## config.mk

```make
export PLATFORM = sky130hd
export DESIGN_NAME = vga_sync_receiver_flat
export DESIGN_NICKNAME = d
export VERILOG_FILES = /design/src/rtl/vga_pkg.sv /design/src/rtl/vga_sync_receiver_if.sv /design/src/rtl/vga_lock_fsm.sv /design/src/rtl/vga_sync_receiver.sv /design/src/flat_wrapper.sv
export SDC_FILE = /design/constraint.sdc
export NUM_CORES = 1
export LEC_CHECK = 0
export ABC_CLOCK_PERIOD_IN_PS = 4640
export CORE_MARGIN = 5
export CORE_UTILIZATION = 25
export CTS_BUF_LIST = sky130_fd_sc_hd__clkbuf_8
export CTS_CLUSTER_DIAMETER = 60
export CTS_CLUSTER_SIZE = 25
export DETAILED_ROUTE_END_ITERATION = 12
export PLACE_DENSITY = 0.41
export SYNTH_ARGS = -nofsm -noshare
export SYNTH_HDL_FRONTEND = slang
export SYNTH_HIERARCHICAL = 1
export SYNTH_SLANG_ARGS = --single-unit
```

## constraint.sdc

```tcl
create_clock -name clk -period 4.64 [get_ports clk]
set_input_delay 0.696 -clock clk [delete_from_list [all_inputs] [get_ports clk]]
set_output_delay 0.696 -clock clk [all_outputs]
set_load 0.02 [all_outputs]
```

## src/rtl/vga_pkg.sv

```systemverilog
// rtl/vga_pkg.sv - 640x480 VGA receive timing constants, lock states and counter helpers
package vga_pkg;

  localparam int VGA_H_SYNC      = 96;
  localparam int VGA_H_BACK      = 48;
  localparam int VGA_H_START     = VGA_H_SYNC + VGA_H_BACK;
  localparam int VGA_H_ACTIVE    = 640;
  localparam int VGA_H_TOTAL     = 800;
  localparam int VGA_V_SYNC      = 2;
  localparam int VGA_V_BACK      = 33;
  localparam int VGA_V_START     = VGA_V_SYNC + VGA_V_BACK;
  localparam int VGA_V_ACTIVE    = 480;
  localparam int VGA_V_TOTAL     = 525;
  localparam int VGA_LOCK_FRAMES = 2;

  localparam int RGB_W = 6;
  localparam int CNT_W = 10;

  typedef logic [CNT_W-1:0] cnt_t;
  typedef logic [CNT_W:0]   meas_t;

  localparam cnt_t CNT_MAX = '1;

  typedef enum logic [1:0] {
    SEARCH = 2'd0,
    VERIFY = 2'd1,
    LOCKED = 2'd2
  } lock_state_t;

  function automatic cnt_t sat_inc(cnt_t v);
    return (v == CNT_MAX) ? CNT_MAX : v + cnt_t'(1);
  endfunction

  // Measurements are one wider than the counters; clamp when reporting them.
  function automatic cnt_t sat_meas(meas_t v);
    return v[CNT_W] ? CNT_MAX : v[CNT_W-1:0];
  endfunction

endpackage

```

## src/rtl/vga_sync_receiver_if.sv

```systemverilog
// rtl/vga_sync_receiver_if.sv - VGA source signals in, recovered pixel stream out
interface vga_sync_receiver_if;
  import vga_pkg::*;

  logic             hs_in;
  logic             vs_in;
  logic [RGB_W-1:0] rgb_in;
  logic             pix_valid;
  logic [RGB_W-1:0] pix_rgb;
  cnt_t             x;
  cnt_t             y;
  logic             frame_start;

  modport master (
    output hs_in, vs_in, rgb_in,
    input  pix_valid, pix_rgb, x, y, frame_start
  );

  modport slave (
    input  hs_in, vs_in, rgb_in,
    output pix_valid, pix_rgb, x, y, frame_start
  );

endinterface

```

## src/rtl/vga_lock_fsm.sv

```systemverilog
// rtl/vga_lock_fsm.sv - timing lock state machine fed by line/frame measurements
module vga_lock_fsm
  import vga_pkg::*;
#(
  parameter int H_TOTAL     = VGA_H_TOTAL,
  parameter int V_TOTAL     = VGA_V_TOTAL,
  parameter int LOCK_FRAMES = VGA_LOCK_FRAMES
) (
  input  logic  clk,
  input  logic  rst_n,
  input  logic  hs_edge,
  input  logic  frame_edge,
  input  meas_t h_total,
  input  meas_t v_total,
  input  logic  h_sat,
  output logic  locked,
  output logic  lock_next
);

  lock_state_t state, state_nxt;
  logic [3:0]  match_cnt, match_nxt;
  logic        h_ok, v_ok;

  assign h_ok = (h_total == meas_t'(H_TOTAL));
  assign v_ok = (v_total == meas_t'(V_TOTAL));

  always_ff @(posedge clk or negedge rst_n) begin
    if (!rst_n) begin
      state     <= SEARCH;
      match_cnt <= '0;
    end else begin
      state     <= state_nxt;
      match_cnt <= match_nxt;
    end
  end

  // The edge that moves SEARCH->VERIFY is never checked, so every check in
  // VERIFY sees a line/frame that started at or after that boundary.
  always_comb begin
    state_nxt = state;
    match_nxt = match_cnt;
    case (state)
      SEARCH: begin
        match_nxt = '0;
        if (frame_edge) state_nxt = VERIFY;
      end
      VERIFY: begin
        if (hs_edge && !h_ok) begin
          state_nxt = SEARCH;
          match_nxt = '0;
        end else if (frame_edge) begin
          if (!v_ok) begin
            state_nxt = SEARCH;
            match_nxt = '0;
          end else if (match_cnt + 4'd1 == 4'(LOCK_FRAMES)) begin
            state_nxt = LOCKED;
            match_nxt = '0;
          end else begin
            match_nxt = match_cnt + 4'd1;
          end
        end
      end
      LOCKED: begin
        if ((hs_edge && !h_ok) || (frame_edge && !v_ok) || h_sat) begin
          state_nxt = SEARCH;
          match_nxt = '0;
        end
      end
      default: begin
        state_nxt = SEARCH;
        match_nxt = '0;
      end
    endcase
  end

  always_comb begin
    locked    = (state == LOCKED);
    lock_next = (state_nxt == LOCKED);
  end

endmodule

```

## src/rtl/vga_sync_receiver.sv

```systemverilog
// rtl/vga_sync_receiver.sv - VGA receiver: sync measurement, lock and x/y/colour recovery
module vga_sync_receiver
  import vga_pkg::*;
#(
  parameter int H_TOTAL     = VGA_H_TOTAL,
  parameter int H_START     = VGA_H_START,
  parameter int H_ACTIVE    = VGA_H_ACTIVE,
  parameter int V_TOTAL     = VGA_V_TOTAL,
  parameter int V_START     = VGA_V_START,
  parameter int V_ACTIVE    = VGA_V_ACTIVE,
  parameter bit SYNC_POL    = 1'b0,
  parameter int LOCK_FRAMES = VGA_LOCK_FRAMES
) (
  input  logic                clk,
  input  logic                rst_n,
  vga_sync_receiver_if.slave  vga,
  output logic                locked,
  output cnt_t                h_total,
  output cnt_t                v_total
);

  logic             hs_q, hs_prev, vs_q, vs_prev;
  logic [RGB_W-1:0] rgb_q;
  logic             hs_edge, vs_edge, frame_edge, vs_pend;
  cnt_t             h_cnt_r, v_cnt_r, h_cnt, v_cnt;
  meas_t            h_meas, v_meas;
  logic             h_sat, lock_next, in_win;
  logic             pix_valid_r;
  cnt_t             x_r, y_r;
  logic [RGB_W-1:0] rgb_r;

  always_ff @(posedge clk or negedge rst_n) begin
    if (!rst_n) begin
      hs_q    <= ~SYNC_POL;
      hs_prev <= ~SYNC_POL;
      vs_q    <= ~SYNC_POL;
      vs_prev <= ~SYNC_POL;
      rgb_q   <= '0;
    end else begin
      hs_q    <= vga.hs_in;
      hs_prev <= hs_q;
      vs_q    <= vga.vs_in;
      vs_prev <= vs_q;
      rgb_q   <= vga.rgb_in;
    end
  end

  assign hs_edge    = (hs_q == SYNC_POL) && (hs_prev != SYNC_POL);
  assign vs_edge    = (vs_q == SYNC_POL) && (vs_prev != SYNC_POL);
  assign frame_edge = hs_edge && (vs_pend || vs_edge);

  // h_cnt/v_cnt are the positions of the sample currently in rgb_q; the
  // registered copies carry them to the next cycle.
  assign h_cnt  = hs_edge ? '0 : sat_inc(h_cnt_r);
  assign v_cnt  = frame_edge ? '0 : (hs_edge ? sat_inc(v_cnt_r) : v_cnt_r);
  assign h_meas = {1'b0, h_cnt_r} + 11'd1;
  assign v_meas = {1'b0, v_cnt_r} + 11'd1;
  assign h_sat  = (h_cnt == CNT_MAX);

  always_ff @(posedge clk or negedge rst_n) begin
    if (!rst_n) begin
      h_cnt_r <= '0;
      v_cnt_r <= '0;
      h_total <= '0;
      v_total <= '0;
      vs_pend <= 1'b0;
    end else begin
      h_cnt_r <= h_cnt;
      v_cnt_r <= v_cnt;
      if (hs_edge)    h_total <= sat_meas(h_meas);
      if (frame_edge) v_total <= sat_meas(v_meas);
      if (frame_edge)   vs_pend <= 1'b0;
      else if (vs_edge) vs_pend <= 1'b1;
    end
  end

  vga_lock_fsm #(
    .H_TOTAL     (H_TOTAL),
    .V_TOTAL     (V_TOTAL),
    .LOCK_FRAMES (LOCK_FRAMES)
  ) u_lock (
    .clk        (clk),
    .rst_n      (rst_n),
    .hs_edge    (hs_edge),
    .frame_edge (frame_edge),
    .h_total    (h_meas),
    .v_total    (v_meas),
    .h_sat      (h_sat),
    .locked     (locked),
    .lock_next  (lock_next)
  );

  assign in_win = ({1'b0, h_cnt} >= meas_t'(H_START))
               && ({1'b0, h_cnt} <  meas_t'(H_START + H_ACTIVE))
               && ({1'b0, v_cnt} >= meas_t'(V_START))
               && ({1'b0, v_cnt} <  meas_t'(V_START + V_ACTIVE));

  // Gated by the next lock state so pix_valid drops in the same cycle as locked.
  always_ff @(posedge clk or negedge rst_n) begin
    if (!rst_n) begin
      pix_valid_r <= 1'b0;
      x_r         <= '0;
      y_r         <= '0;
      rgb_r       <= '0;
    end else if (lock_next && in_win) begin
      pix_valid_r <= 1'b1;
      x_r         <= h_cnt - cnt_t'(H_START);
      y_r         <= v_cnt - cnt_t'(V_START);
      rgb_r       <= rgb_q;
    end else begin
      pix_valid_r <= 1'b0;
      x_r         <= '0;
      y_r         <= '0;
      rgb_r       <= '0;
    end
  end

  assign vga.pix_valid   = pix_valid_r;
  assign vga.pix_rgb     = rgb_r;
  assign vga.x           = x_r;
  assign vga.y           = y_r;
  assign vga.frame_start = pix_valid_r && (x_r == '0) && (y_r == '0);

endmodule

```

## src/flat_wrapper.sv

```systemverilog
// flat-port wrapper written by rule: the top's interface ports become plain ports
module vga_sync_receiver_flat import vga_pkg::*;
#(
  parameter int H_TOTAL     = VGA_H_TOTAL,
  parameter int H_START     = VGA_H_START,
  parameter int H_ACTIVE    = VGA_H_ACTIVE,
  parameter int V_TOTAL     = VGA_V_TOTAL,
  parameter int V_START     = VGA_V_START,
  parameter int V_ACTIVE    = VGA_V_ACTIVE,
  parameter bit SYNC_POL    = 1'b0,
  parameter int LOCK_FRAMES = VGA_LOCK_FRAMES
)
  (clk, rst_n, locked, h_total, v_total, vga_hs_in, vga_vs_in, vga_rgb_in, vga_pix_valid, vga_pix_rgb, vga_x, vga_y, vga_frame_start);
  vga_sync_receiver_if vga_i ();
  input  logic clk;
  input  logic rst_n;
  output logic locked;
  output cnt_t h_total;
  output cnt_t v_total;
  input wire logic [$bits(vga_i.hs_in)-1:0] vga_hs_in;
  input wire logic [$bits(vga_i.vs_in)-1:0] vga_vs_in;
  input wire logic [$bits(vga_i.rgb_in)-1:0] vga_rgb_in;
  output wire logic [$bits(vga_i.pix_valid)-1:0] vga_pix_valid;
  output wire logic [$bits(vga_i.pix_rgb)-1:0] vga_pix_rgb;
  output wire logic [$bits(vga_i.x)-1:0] vga_x;
  output wire logic [$bits(vga_i.y)-1:0] vga_y;
  output wire logic [$bits(vga_i.frame_start)-1:0] vga_frame_start;
  assign vga_i.hs_in = vga_hs_in;
  assign vga_i.vs_in = vga_vs_in;
  assign vga_i.rgb_in = vga_rgb_in;
  assign vga_pix_valid = vga_i.pix_valid;
  assign vga_pix_rgb = vga_i.pix_rgb;
  assign vga_x = vga_i.x;
  assign vga_y = vga_i.y;
  assign vga_frame_start = vga_i.frame_start;
  vga_sync_receiver #(.H_TOTAL(H_TOTAL), .H_START(H_START), .H_ACTIVE(H_ACTIVE), .V_TOTAL(V_TOTAL), .V_START(V_START), .V_ACTIVE(V_ACTIVE), .SYNC_POL(SYNC_POL), .LOCK_FRAMES(LOCK_FRAMES)) u_core (.clk(clk), .rst_n(rst_n), .vga(vga_i), .locked(locked), .h_total(h_total), .v_total(v_total));
endmodule
```

Word-level counts from Yosys, hierarchy flattened

Cells that the tools add are included.

Register bits: 84
Input bits: 10
Output and inout bits: 49
Logic and storage cells: 87

$add $sub $neg: 7
Order comparisons: 4
Equal/unequal tests: 11
Multiplexer cells: 26
Bitwise gates (word level): 2
Reductions and logical operators: 21

Operators with widths:

| cell                  | number |
|---|---|
| $mux 10               | 9 |
| $eq 10x10->1 const B  | 3 |
| $add 10x1->11 const B | 2 |
| $eq 11x10->1 const B  | 2 |
| $add 10x1->10 const B | 2 |
| $logic_not 10->1      | 2 |
| $lt 10x10->1 const B  | 2 |
| $mux 4                | 5 |
| $mux 2                | 6 |
| $logic_and 1x1->1     | 11 |
| $ge 10x6->1 const B   | 1 |
| $ge 10x8->1 const B   | 1 |
| $sub 10x6->10 const B | 1 |
| $sub 10x8->10 const B | 1 |
| $pmux 4 s2            | 1 |
| $mux 6                | 1 |
| $pmux 2 s3            | 1 |
| $add 4x1->4 const B   | 1 |
| $eq 2x2->1 const B    | 2 |
| $eq 4x2->1 const B    | 1 |
| $logic_or 1x1->1      | 3 |
| $mux 1                | 3 |
| $ne 3x2->1 const B    | 1 |
| $eq 2x1->1 const B    | 1 |
| 6 further kinds       | 8 |

Depth between registers and ports, before layout

Word-level depth: 12
Gate-level depth with buffers: 17
Gate-level depth less buffers: 14

Hierarchy

Netlist, hierarchy kept.

Modules (own cells, without submodules):

| module            | instances | cells an instance | area each (um^2) | sequential area each (um^2) |
|---|---|---|---|---|
| vga_sync_receiver | 1         | 348               | 3577.2           | 1956.9 |
| vga_lock_fsm      | 1         | 63                | 561.8            | 150.1 |

Least setup slack after synthesis

OpenSTA, ideal clock, no wires.

Path type: reg-to-reg
Start: register u_core.h_cnt_r[0]
End: register u_core.y_r[7], in the netlist u_core/vga.y[7]
Library setup time: 0.073 ns
Arrival: 3.637 ns
Required time: 4.567 ns
Slack: 0.930 ns
Stages on the path, launching flop included: 17
Buffers on the path: 2
Period minus slack after synthesis: 3.710 ns
Path through: dfrtp_1 -> ha_1 -> nand3_1 -> nor2_1 -> nand3_1 -> inv_2 -> nor2_1 -> nor2_1 -> ha_1 -> or3b_2 -> a2111o_1 -> a31o_1 -> and3_1 -> a2111o_1 -> buf_4 -> buf_6 -> a21oi_2

Cells in the longest elaborated chain, start to end: 11
Elaborated cells between the ends (all ways): 22
Those cells by class: 2 x add/sub; 2 x order compare; 4 x eq/ne; 6 x mux; 8 x reduce/logical

RTL lines:

| what                           | RTL line                               | source |
|---|---|---|
| from (decl)                    | vga_sync_receiver.sv:25                | `cnt_t h_cnt_r, v_cnt_r, h_cnt, v_cnt;` |
| from (signal assigned)         | vga_sync_receiver.sv:68                | `h_cnt_r <= h_cnt;` |
| $add 10x1->11 *                | vga_sync_receiver.sv:56                | `assign h_meas = {1'b0, h_cnt_r} + 11'd1;` |
| via u_core.h_meas[10]          | vga_sync_receiver.sv:26                | `meas_t h_meas, v_meas;` |
| $eq 11x10->1 *                 | vga_lock_fsm.sv:24                     | `assign h_ok = (h_total == meas_t'(H_TOTAL));` |
| $logic_not 1->1 *              | vga_lock_fsm.sv:48, vga_lock_fsm.sv:64 |  |
| $logic_and 1x1->1 *            | vga_lock_fsm.sv:48, vga_lock_fsm.sv:64 |  |
| $logic_or 1x1->1 (2 in series) | vga_lock_fsm.sv:64                     | `if ((hs_edge && !h_ok) \|\| (frame_edge && !v_ok) \|\| h_sat) begin` |
| $mux 2                         | vga_lock_fsm.sv:64                     |  |
| $pmux 2 s3 *                   | vga_lock_fsm.sv:42                     | `case (state)` |
| $eq 2x2->1 *                   | vga_lock_fsm.sv:78                     | `lock_next = (state_nxt == LOCKED);` |
| $logic_and 1x1->1 *            | vga_sync_receiver.sv:105               | `end else if (lock_next && in_win) begin` |
| $mux 10 *                      | vga_sync_receiver.sv:105               |  |
| to (signal assigned)           | vga_sync_receiver.sv:108               | `y_r <= v_cnt - cnt_t'(V_START);` |
| to (decl)                      | vga_sync_receiver.sv:29                | `cnt_t x_r, y_r;` |

Mark *: on every way through the listed nets, which the timed path passes. The rest lies on a longest branch.
A chain may end at the register's enable or synchronous reset.

Worst setup path after layout

Start: register u_core.h_cnt_r[0]
End: register u_core.y_r[5], in the netlist u_core/vga.y[5]

The elaborated chain is that of the path after synthesis.

==> key figures <==
Global route
  – Grt total ovfl: 0
  – GRT Total Usage: 0.119
  – Largest net degree at the start of global routing: 55
  – Initial antenna violation count: 0
  – First-pass GRT wire length: approximately 18,000 um
  – Number of global-route vias before repair: approximately 3,300

Timing
  – Max Fclk: ~0.23 GHz
  – Min Tclk post-route: between 4 and 5 ns
  – Slew headroom: 0.536
  – Hold Vio Cnt, Final: 0
  – Least-Margin Pin Slew: 0.687 ns
  – WHS: 0.275 ns
  – Setup ws final: 0.381 ns
  – Skew final: 0.0105 ns
  – Setup TNS Final: 0 ns
  – Count of pins over their slew limit: 0
  – Final period util: 0.918
  – RSZ-0062 raised after global routing: false
  – Final setup violating endpoints: 0

Final layout
  – Filler cells: 1,693
  – Layout cell share with drive strength beyond 1: 0.143
  – N_diodes: 0
  – Cell Count, Final, Fillers Out: between 700 and 800
  – Syn-to-layout area delta: 26.1%
  – Nets: 495

Status
  – Status: completed

Routing
  – WL/cell: 15.8 um
  – Drt pass-1 iters: 4
  – DRC Markers: 0
  – Post-route ant nets: 0
  – Total number of vias: 3,247
  – Routed vias/inst: 4.63
  – DR iter-0 viols: roughly 230
  – Routed wire length: 11,100 um

Setup path
  – CP Capture Type: register
  – Crit path max fanout: 9
  – CP max stage cell: a2111o_1
  – Crit path kind: reg2reg
  – Crit path launch type: register
  – Setup crit start: u_core/h_cnt_r[0]$_DFF_PN0_
  – Arr. time, crit path: 4.53 ns
  – Most used cell, CP: nor2_1
  – CP cell instances: ha_1 > nand3_1 > nor2_1 > nand3_1 > inv_2 > nor2_1 > nor2_1 > ha_1 > or3b_2 > a2111o_1 > a31o_1 > and3_1 > a2111o_1 > buf_4 > nor3_1
  – Critical Path Max Stage Delay: 0.49 ns
  – RR Startpoint: u_core/h_cnt_r[0]$_DFF_PN0_
  – Worst EP required: 4.92 ns

Logic synthesis
  – Post-synth cell types: 70
  – Mapped Cells: 411
  – Post-Syn Nets: 429
  – Synth Cell Area: 4140 um2
  – Syn Area/Cell: 10.1 um2
  – Top_reg_cell synth: dfrtp_1
  – Synth Register Bits: 84
  – Sequential area share after synthesis: 0.509
  – Yosys warns: 6
  – Ys async rst share: 1.00
  – Post-synth EDFFs: 0

Pwr
  – Clock power share: 0.330
  – Seq pwr share: 0.480
  – Switch share: 0.298
  – Static Leak: 0.00224 uW
  – Power Dens Cells: about 340 nW/um2
  – Combinational Power Share: 0.190
  – Pint: 1240 uW
  – Worst vdd ir: 0.177 mV
  – P_sw: 526 uW

Placed design
  – Final RePlAce weighted congestion: 0.886
  – # port buffers: 58
  – Post-DP HPWL: 8060 um
  – Placed Cells incl. Taps: 686
  – Setup WS pre-CTS: approximately 0.44 ns

Clocking
  – Num CTS Buffers: 9
  – Root buffer cell: clkbuf_8
  – CTS tree: built
  – CTS resizes: 0
  – H-tree Lvls: 3
  – Clock slew at reported path FFs: 0.09 ns
  – Post-CTS Repair Setup Buffers: 0
  – Cts hold-fix bufs: 0
  – Clk_lat worst skew: between 0.3 and 0.4 ns
  – CTS Sinks: 84
  – CTS max path bufs: 2

Worst hold path
  – Hold WC Path Type: in2async

Floorplan
  – I/O Pins: 59
  – Starting Density: 0.252
  – Core area: 16,400 um2
  – Die Ht: roughly 140 um
  – Die X: 139 um
  – FP Rows: 47
  – Die area: 19,200 um2

Flow run
  – Max Cap Viol: 0
[critical path: cells and delay by family, from the launching register on]
family / cells / cell delay (ns)
AND/OR/NAND/NOR: 8 / 1.73
AO/OA/AOI/OAI: 3 / 1.09
adder cells (fa/ha/maj): 2 / 0.47
flip-flops: 1 / 0.47
buffers and inverters: 2 / 0.41
[synth_stat cells, types with 8 or more instances]
master / n / area [um2]
clkbuf_1: 9 / 33.8
nor2_1: 33 / 124
inv_1: 27 / 101
o21ai_0: 24 / 120
xnor2_1: 15 / 131
nand2_1: 37 / 139
nor2_2: 15 / 93.8
nor3_1: 11 / 55.1
ha_1: 8 / 100
dfrtp_1: 80 / 2000
nand3_1: 16 / 80.1
a21oi_1: 13 / 65.1
[power by group through the flow]
stage | clock [uW] | combinational (uW) | sequential, uW
6_report | 583 | 334 | 847
5_1_grt | 636 | 372 | 857
4_1_cts | 603 | 337 | 849
3_5_place_dp | 0 | 336 | 864
3_3_place_gp | 0 | 340 | 862
2_1_floorplan | 0 | 157 | 886
[state kept, by name, summed over array words and instances, names as in the netlist, 2 cells and up]
signal,count
u_core/v_cnt_r,10
u_core/v_total,10
u_core/vga.x,10
u_core/vga.y,10
u_core/h_cnt_r,10
u_core/h_total,10
u_core/rgb_q,6
u_core/vga.pix_rgb,6
u_core/u_lock/match_cnt,4
u_core/u_lock/state,2
[cells in the final DEF, fill, tap and decap left out, drive strengths merged, types with 5 or more instances in the layout]
cell            n
xnor2          15
nand4           5
ha              8
a21oi          14
nand3          17
o21ai          27
a31oi           7
dfrtp          80
nor4            9
clkbuf         10
clkdlybuf4s50  57
inv            32
or3             5
o22a            5
xor2            7
nor3           11
buf            15
nor2           48
nand2          37
[cell families after synthesis]
group | Yosys count | synth area share
AOI/OAI and AO/OA | 86 | 0.149
DFF | 84 | 0.509
xor gates and xnor gates | 22 | 0.0466
and+or+nand+nor | 159 | 0.210
muxes | 4 | 0.00967
adders and majority gates | 8 | 0.0242
buffers and inverters | 48 | 0.0514
[metrics by stage]
step	util	cell area, um2	total power, uW
4_1_cts	0.318	5220	1790
2_1_floorplan	-	4140	1040
5_1_grt	0.318	5220	1860
3_5_place_dp	0.305	5000	1200
3_3_place_gp	0.305	5000	1200
6_report	0.318	5220	1770
[cell type report]
class | instances | area (um2) | share of cell area
sequential | 84 | 2110 | 0.404
clock buffer | 10 | 138 | 0.0264
clock inverter | 6 | 81.3 | 0.0156
timing repair buffer | 72 | 683 | 0.131
tap | 220 | 275 | 0.0527
inverter | 31 | 116 | 0.0223
multi-input combinational | 279 | 1820 | 0.349
[path summary, 6_finish.rpt]
kind | end | slack, ns | depth (start not counted)
max | u_core/vga.y[5]$_DFF_PN0_ | 0.38 | 15
min | u_core/v_cnt_r[6]$_DFF_PN0_ | 0.27 | 1
max reg2reg | u_core/vga.y[5]$_DFF_PN0_ | 0.38 | 15
min reg2reg | u_core/hs_prev$_DFF_PN1_ | 0.37 | 0
max in group asynchronous | u_core/h_cnt_r[5]$_DFF_PN0_ | 3.34 | 2
min in group clk | u_core/hs_prev$_DFF_PN1_ | 0.37 | 0
[routing by layer]
layer	track usage	wire length (um)	part of all wire	vias up
met5	0	0	0	-
met3	0.0307	519	0.047	8
li1	-	-	-	1577
met1	0.168	5540	0.50	1589
met4	0.0360	121	0.011	0
met2	0.179	4930	0.44	73
(Power assumes the default switching activity.)
==> variant: new RTL, config.mk and constraints unchanged <==
Encoding of `lock_state_t`: now one-hot (3 bits for 3 states).
--- a/src/rtl/vga_pkg.sv
+++ b/src/rtl/vga_pkg.sv
@@ -22,8 +22,8 @@
   localparam cnt_t CNT_MAX = '1;
 
-  typedef enum logic [1:0] {
-    SEARCH = 2'd0,
-    VERIFY = 2'd1,
-    LOCKED = 2'd2
+  typedef enum logic [2:0] {
+    SEARCH = 3'b001,
+    VERIFY = 3'b010,
+    LOCKED = 3'b100
   } lock_state_t;
 
Behaviour: same outputs for any inputs over 10 cycles, from zero or initial values and one cycle with rst_n low; not proved beyond that.
==> variant against the unedited design <==
Area after synthesis rose by 1.5%; global-route usage decreased by 0.13 points; non-clock buffer count shrank 4; sequential cell count increased by 1; power down 4.7%; critical endpoint unchanged; setup slack got worse by 0.0012 ns; final area rose by 0.29%; routed wire length decreased by 0.13%.
==> variant: results (changes against the unedited design) <==
* Status: complete, no violations (unchanged)
* #MultiIn Comb at 282 (was 279)
* Inverter count at 28 (was 31)
* WHS at 0.370 ns (was 0.275 ns)
* Least-Margin Pin Slew at 0.814 ns (was 0.687 ns)
* Per-cell routed wire length at 15.9 um (was 15.8 um)
* Hpwl dp at 8210 um (was 8060 um)
* Mapped Cells at 409 (was 411)
* Clock-cell share of area at 3.54% (was 4.19%)
* First-pass GRT wire length at 18300 um (was 18400 um)
* Arrival time worst endpoint at 4.55 ns (was 4.53 ns)
* Top cells by count, synth: dfrtp_1 (80), nand2_1 (38), nor2_1 (32) (was dfrtp_1 (80), nand2_1 (37), nor2_1 (33))
* Top cells by area, synth: dfrtp_1 (48%), nand2_1 (3.4%), dfstp_2 (3.1%), xnor2_1 (3.1%), nor2_1 (2.9%) (was dfrtp_1 (48%), nand2_1 (3.4%), xnor2_1 (3.2%), nor2_1 (3.0%), o21ai_0 (2.9%))
* Worst R2R Setup Slack at 0.38 ns (about the same)
* Layout cells sized above 1 at 15.0% (was 14.3%)
* Setup Skew at 0.0102 ns (was 0.0105 ns)
* Lkg Pwr at 2.24 nW (about the same)
* Placed inst area at 0.00505 mm^2 (was 0.00500 mm^2)
* Netlist cell types at 77 (was 70)
* Placed insts at 683 (was 686)
* Worst Path Max Fanout at 26 (was 9)
* CP max stage cell: dfrtp_1 (was a2111o_1)
* Sequential cells at 85 (was 84)
* Filler cells at 1713 (was 1693)
* Storage element area at 0.00213 mm^2 (was 0.00211 mm^2)
* Via count at 3261 (was 3247)
* Non-clock buffer count in the final layout at 68 (was 72)
* P&R area growth vs syn at 24.7% (was 26.1%)
* Nets at 492 (was 495)
* Area occupied by multi-input gates at 0.00188 mm^2 (was 0.00182 mm^2)
* Via count of the first global-routing pass at 3380 (was 3313)
[variant: cells by family after synthesis]
| kind of cell | synth area share, % |
|---|---|
| fa+ha+maj | 2.38 |
| flops | 50.8 |
| xor+xnor | 4.59 |
| mux | 0.954 |
| buf+inv | 4.35 |
| compound gates | 16.3 |
| simple gates | 20.6 |
[variant: worst reg2reg max path, stage by stage, from the launching register on]
cell	delay, ns
dfrtp_1	0.49
ha_1	0.27
nand3_1	0.09
nor2_1	0.23
nand3_1	0.23
inv_2	0.19
nor2_1	0.11
nor2_1	0.30
ha_1	0.20
or3b_2	0.44
a2111o_1	0.39
a31o_1	0.21
and3_1	0.17
a2111o_1	0.38
buf_4	0.27
nor3_1	0.22
[variant: report_power, final]
| group | leakage, nW | switching [mW] | total (mW) | internal [mW] |
|---|---|---|---|---|
| Combinational | 1.03 | 0.187 | 0.317 | 0.130 |
| Clock | 0.0945 | 0.308 | 0.515 | 0.207 |
| Sequential | 1.12 | 0.0520 | 0.850 | 0.798 |
[variant: per-layer routing]
| metal | GRT usage [%] | vias up | wire length [um] |
|---|---|---|---|
| met3 | 2.98 | 19 | 412 |
| met2 | 19.6 | 51 | 5510 |
| li1 | - | 1584 | - |
| met1 | 14.5 | 1607 | 4920 |
| met4 | 4.90 | 0 | 252 |
| met5 | 0 | - | 0 |
[variant: how the worst max path moves through the flow]
stage,startpoint,to
after CTS,u_core/h_cnt_r[0],u_core/vga.y[5]
after global placement,u_core/h_cnt_r[0],u_core/vga.y[5]
after detailed placement,u_core/h_cnt_r[0],u_core/vga.y[5]
after floorplan,u_core/h_cnt_r[0],u_core/vga.y[7]
after global routing,u_core/h_cnt_r[0],u_core/vga.y[5]
final,u_core/h_cnt_r[0],u_core/vga.y[5]
